**src/rtl/uart_tx_fifo_pkg.sv**
```systemverilog
// Shared definitions for the UART transmit path: FSM encoding and frame constants.
package uart_tx_fifo_pkg;

  typedef enum logic [1:0] {
    IDLE  = 2'd0,
    START = 2'd1,
    DATA  = 2'd2,
    STOP  = 2'd3
  } tx_state_e;

  localparam int unsigned DEFAULT_BAUD_DIV = 868;
  localparam int unsigned DATA_BITS        = 8;
  localparam int unsigned FRAME_BITS       = 10;

endpackage

```
**src/rtl/sync_fifo.sv**
```systemverilog
// Single-clock FIFO with wrap-bit pointers; pushes while full and pops while empty are ignored.
module sync_fifo #(
  parameter int WIDTH      = 8,
  parameter int DEPTH_LOG2 = 4
) (
  input  logic                  clk,
  input  logic                  reset,
  input  logic                  push,
  input  logic [WIDTH-1:0]      push_data,
  input  logic                  pop,
  output logic [WIDTH-1:0]      pop_data,
  output logic                  full,
  output logic                  empty,
  output logic [DEPTH_LOG2:0]   count
);

  localparam int DEPTH = 1 << DEPTH_LOG2;

  logic [WIDTH-1:0]    mem [DEPTH];
  logic [DEPTH_LOG2:0] wp;
  logic [DEPTH_LOG2:0] rp;
  logic                do_push;
  logic                do_pop;

  // Pointers differ only in the wrap bit exactly when every slot is occupied.
  assign full     = (wp ^ rp) == {1'b1, {DEPTH_LOG2{1'b0}}};
  assign empty    = (wp == rp);
  assign do_push  = push && !full;
  assign do_pop   = pop && !empty;
  assign count    = wp - rp;
  assign pop_data = mem[rp[DEPTH_LOG2-1:0]];

  // NOTE: storage has no reset; only the pointers define which entries are valid.
  always_ff @(posedge clk) begin
    if (do_push) begin
      mem[wp[DEPTH_LOG2-1:0]] <= push_data;
    end
  end

  // NOTE: sequential state uses non-blocking assignments so every register samples pre-edge values.
  always_ff @(posedge clk or posedge reset) begin
    if (reset) begin
      wp <= '0;
      rp <= '0;
    end else begin
      if (do_push) wp <= wp + 1'b1;
      if (do_pop)  rp <= rp + 1'b1;
    end
  end

endmodule

```
**src/rtl/uart_tx_fifo.sv**
```systemverilog
// UART 8N1 transmitter fed from a byte FIFO; tx is a registered output, idle high.
module uart_tx_fifo
  import uart_tx_fifo_pkg::*;
#(
  parameter int unsigned BAUD_DIV        = DEFAULT_BAUD_DIV,
  parameter int unsigned FIFO_DEPTH_LOG2 = 4
) (
  input  logic                       clk,
  input  logic                       reset,
  input  logic                       wr_valid,
  input  logic [7:0]                 wr_data,
  output logic                       wr_ready,
  output logic                       tx,
  output logic                       tx_busy,
  output logic [FIFO_DEPTH_LOG2:0]   fifo_count,
  output logic                       overflow
);

  localparam logic [15:0] BAUD_LAST = 16'(BAUD_DIV - 1);
  localparam logic [2:0]  LAST_BIT  = 3'(DATA_BITS - 1);

  tx_state_e   state_q, state_d;
  logic [15:0] baud_q, baud_d;
  logic [2:0]  bit_q, bit_d;
  logic [7:0]  sh_q, sh_d;
  logic        tx_d;
  logic        baud_tc;
  logic        pop;
  logic        full;
  logic        empty;
  logic [7:0]  head;

  sync_fifo #(
    .WIDTH      (8),
    .DEPTH_LOG2 (FIFO_DEPTH_LOG2)
  ) u_fifo (
    .clk       (clk),
    .reset     (reset),
    .push      (wr_valid),
    .push_data (wr_data),
    .pop       (pop),
    .pop_data  (head),
    .full      (full),
    .empty     (empty),
    .count     (fifo_count)
  );

  assign wr_ready = !full;
  assign tx_busy  = (state_q != IDLE) || !empty;
  assign baud_tc  = (baud_q == BAUD_LAST);

  // NOTE: every always_comb output gets a default first so no path leaves a latch.
  always_comb begin
    state_d = state_q;
    baud_d  = baud_tc ? '0 : baud_q + 16'd1;
    bit_d   = bit_q;
    sh_d    = sh_q;
    pop     = 1'b0;
    case (state_q)
      IDLE: begin
        baud_d = '0;
        if (!empty) begin
          pop     = 1'b1;
          sh_d    = head;
          bit_d   = '0;
          state_d = START;
        end
      end
      START: begin
        if (baud_tc) state_d = DATA;
      end
      DATA: begin
        if (baud_tc) begin
          sh_d  = sh_q >> 1;
          bit_d = bit_q + 3'd1;
          if (bit_q == LAST_BIT) state_d = STOP;
        end
      end
      STOP: begin
        // Back-to-back frames: reload straight into START with no idle bit time.
        if (baud_tc) begin
          if (!empty) begin
            pop     = 1'b1;
            sh_d    = head;
            bit_d   = '0;
            state_d = START;
          end else begin
            state_d = IDLE;
          end
        end
      end
      default: state_d = IDLE;
    endcase

    // tx is computed from the next state so the pin register lines up with the FSM.
    case (state_d)
      START:   tx_d = 1'b0;
      DATA:    tx_d = sh_d[0];
      default: tx_d = 1'b1;
    endcase
  end

  always_ff @(posedge clk or posedge reset) begin
    if (reset) begin
      state_q  <= IDLE;
      baud_q   <= '0;
      bit_q    <= '0;
      sh_q     <= '0;
      tx       <= 1'b1;
      overflow <= 1'b0;
    end else begin
      state_q <= state_d;
      baud_q  <= baud_d;
      bit_q   <= bit_d;
      sh_q    <= sh_d;
      tx      <= tx_d;
      if (wr_valid && full) overflow <= 1'b1;
    end
  end

endmodule
```
**config.mk**
```make
export PLATFORM = sky130hd
export DESIGN_NAME = uart_tx_fifo
export DESIGN_NICKNAME = d
export VERILOG_FILES = /design/src/rtl/uart_tx_fifo_pkg.sv /design/src/rtl/sync_fifo.sv /design/src/rtl/uart_tx_fifo.sv
export SDC_FILE = /design/constraint.sdc
export NUM_CORES = 1
export LEC_CHECK = 0
export BUFFER_PORTS_ARGS = -buffer_cell sky130_fd_sc_hd__buf_2
export CAP_MARGIN = 20
export CORE_MARGIN = 2
export CORE_UTILIZATION = 26
export DETAILED_ROUTE_END_ITERATION = 6
export HOLD_SLACK_MARGIN = 0.02
export PLACE_DENSITY = 0.45
export SYNTH_ARGS = -nofsm -noshare
export SYNTH_HDL_FRONTEND = slang
export SYNTH_SLANG_ARGS = --single-unit
```
**constraint.sdc**
```tcl
create_clock -name clk -period 3.08 [get_ports clk]
set_input_delay 0.308 -clock clk [delete_from_list [all_inputs] [get_ports clk]]
set_output_delay 0.308 -clock clk [all_outputs]
set_load 0.01 [all_outputs]
```
==> results.py <==
metrics = {
    "detailed_routing": {
        "drc_errors": 0,
        "final_antenna_net_count": 0,
        "drtPass1Iterations": 5,
        "vias_per_cell": 4.52,
        "wirelength_um": 16400,
        "top_layer_used": "met4",
        "wl_met3_um": 616,
        "drt_iter0_drc": 376,
        "routedWlPerCell_um": 17.9,
        "vias": 4153,
        "wl_met1_um": 7760,
        "wl_met2_um": 7930,
    },
    "setup_path": {
        "cp.arrival_ps": 2320,
        "crit_start": "u_fifo.wp[0]",
        "worst_path_most_repeated_cell": "inv_1",
        "reg2reg_to": "tx",
        "max_stage_delay_ps": 420,
        "worstSetupEndpointType": "primary output",
        "cp-start-kind": "flop",
        "slowest_stage": "dfrtp_1",
        "worstPathMaxFanout": 4,
        "reg2reg_from": "state_q[0]",
        "crit_chain": "inv_1 -> ha_1 -> fa_1 -> inv_1 -> a21o_1 -> a21oi_1 -> xor2_1 -> buf_2",
        "rrSetupSlack_ps": 470,
        "crit_path_end": "fifo_count[4]",
        "worst_r2r_path_depth": 8,
        "critPathKind": "reg -> out",
        "worstPathRequired_ps": 2770,
    },
    "yosys": {
        "synth-seq-area-share": 0.661,
        "synthArstFlopShare": 0.243,
        "synth_edf_count": 128,
        "synth_warnings": 0,
        "mappedNetlistNets": 514,
        "synth_top_flop_cell": "edfxtp_1",
        "netlist_instances": 484,
        "synth-seq-cells": 169,
        "ys_types": 48,
        "synth_area_um2": 7370,
        "syn_avg_cell_area_um2": 15.2,
    },
    "clock_tree": {
        "post_cts_buffers": 0,
        "htree_levels": 4,
        "tritoncts": "built",
        "clockBufferDepth": 2,
        "clock-root-buffer": "clkbuf_16",
        "cts.sinks": 169,
        "cts_buffers": 17,
        "path_clk_slew_ps": 70,
        "clk_latency_ps": 440,
    },
    "place": {
        "place.gp.congestion": 0.802,
        "dp_hpwl_um": 11000,
        "portBuffers": 19,
        "post-place-cells": 886,
    },
    "sta": {
        "finalCritPeriodShare": 0.854,
        "drv_slew": 0,
        "skew_ps": 16.9,
        "fmax_ghz": 0.380,
        "setup-tns-final_ps": 0,
        "layout_min_cycle_time_ps": 2630,
        "worst_pin_slew_ps": 665,
        "setup-violations-final": 0,
        "hold_viol": 0,
        "rsz0062_at_grt": "false",
        "relSlewSlack": 0.555,
    },
    "pwr": {
        "p_leak_uw": 0.00311,
        "peakVddDrop_v": 0.000443,
        "power.density_nw_per_um2": 893,
    },
    "worst_hold_path": {
        "hold_path_class": "in -> reg",
    },
    "cells_and_area": {
        "diodes": 0,
        "fin_nets": 558,
        "finish.utilization": 0.309,
        "final_common_cell": "edfxtp_1",
        "areaGrowthSynthToFinish_pct": 16.7,
        "drive_above_1_share": 0.196,
        "mostFrequentLayoutCells": "128 x edfxtp_1, 55 x nand2_1, 39 x dfrtp_1",
        "final_cell_count_no_fill": 919,
    },
    "outcome": {
        "status": "finished clean",
    },
    "global_route": {
        "grt_max_degree": 36,
        "grt_pass1_wl_um": 24900,
        "overflow": 0,
        "antenna_found_initial": 0,
        "grt_usage": 0.117,
        "grt_pass1_vias": 4237,
    },
    "floorplanning": {
        "core_um2": 27900,
        "core.rowCount": 61,
        "pin_count": 20,
        "start_util": 0.265,
        "dieArea_um2": 29700,
        "die_w_um": 172,
        "fp.dieH_um": 172,
    },
    "run": {
        "max_cap_violations": 0,
    },
}
cell type report:
| type | count | area [um^2] |
|---|---|---|
| Clock inverter | 14 | 155 |
| Fill cell | 2739 | 19300 |
| Inverter | 16 | 60.1 |
| Clock buffer | 18 | 429 |
| Tap cell | 378 | 473 |
| Timing Repair Buffer | 44 | 298 |
| Sequential cell | 169 | 4870 |
| Multi-Input combinational cell | 280 | 2310 |
flip-flops by register name, indices dropped and copies added, names as in the netlist:
| register | cells |
|---|---|
| tx | 1 |
| u_fifo.rp | 5 |
| sh_q | 8 |
| bit_q | 3 |
| overflow | 1 |
| u_fifo.wp | 5 |
| state_q | 2 |
| u_fifo.mem | 128 |
| baud_q | 16 |
per-layer routing:
layer | GRT usage | vias to the layer above
met3 | 0.0266 | 9
li1 | - | 1919
met2 | 0.182 | 81
met5 | 0 | -
met1 | 0.162 | 2144
met4 | 0.0354 | 0
metrics by stage:
stage	worst slack (ps)	power [uW]	hold slack (ps)	instance area, um^2
finish	450	7680	151	8600
CTS	435	7780	123	8600
global placement	549	5650	307	8000
global route	179	8150	137	8600
detailed placement	472	5670	314	8000
floorplan	276	4810	407	7370
report_power, final:
| group | switching (uW) | total (uW) | internal (uW) |
|---|---|---|---|
| clock network | 998 | 2080 | 1080 |
| registers | 190 | 2980 | 2790 |
| logic | 1540 | 2620 | 1080 |
cells in the mapped netlist, drive strengths merged, types with 3 or more instances:
master | instances | area (um^2)
dfrtp | 40 | 1000
a31oi | 6 | 37.5
edfxtp | 128 | 3840
inv | 16 | 60.1
xnor2 | 11 | 96.3
o21ai | 11 | 55.1
nor3 | 7 | 40.0
and3 | 8 | 50.1
xor2 | 14 | 123
buf | 11 | 93.8
mux4 | 33 | 788
a21o | 6 | 45.0
and4 | 4 | 35.0
nand4 | 7 | 43.8
clkbuf | 8 | 33.8
nand2 | 55 | 206
ha | 18 | 225
nor2 | 38 | 143
a21oi | 26 | 134
nand3 | 11 | 55.1
nand2b | 3 | 18.8
kinds of logic after synthesis:
group	synth area share
XOR/XNOR	0.0297
adder cells (fa/ha/maj)	0.0333
buffers and inverters	0.0255
AND/OR/NAND/NOR	0.0927
AO/OA/AOI/OAI	0.0494
multiplexers	0.108
flip-flops	0.661
critical path, delay by kind of cell, from the launching register on:
family / cells / cell delay, ps
buffers and inverters: 3 / 420
DFF: 1 / 420
xor gates and xnor gates: 1 / 280
adders and majority gates: 2 / 420
AOI/OAI and AO/OA: 2 / 350
repair_timing:
| action | 4_1_cts | 5_1_grt |
|---|---|---|
| hold endpoints to repair | 13 | 0 |
| gates resized for setup | 0 | 0 |
| hold buffers | 1 | 0 |
how the worst min path moves through the flow:
stage | startpoint | endpoint | slack, ps | cells after the start
detailed placement | reset | baud_q[7] | 310 | 2
global route | wr_valid | overflow | 140 | 2
finish | wr_valid | overflow | 150 | 2
CTS | wr_valid | overflow | 120 | 2
global placement | reset | baud_q[5] | 310 | 2
floorplan | wr_data[0] | u_fifo.mem[0][0] | 410 | 0
Note: power is estimated with default switching activity, not from simulation.
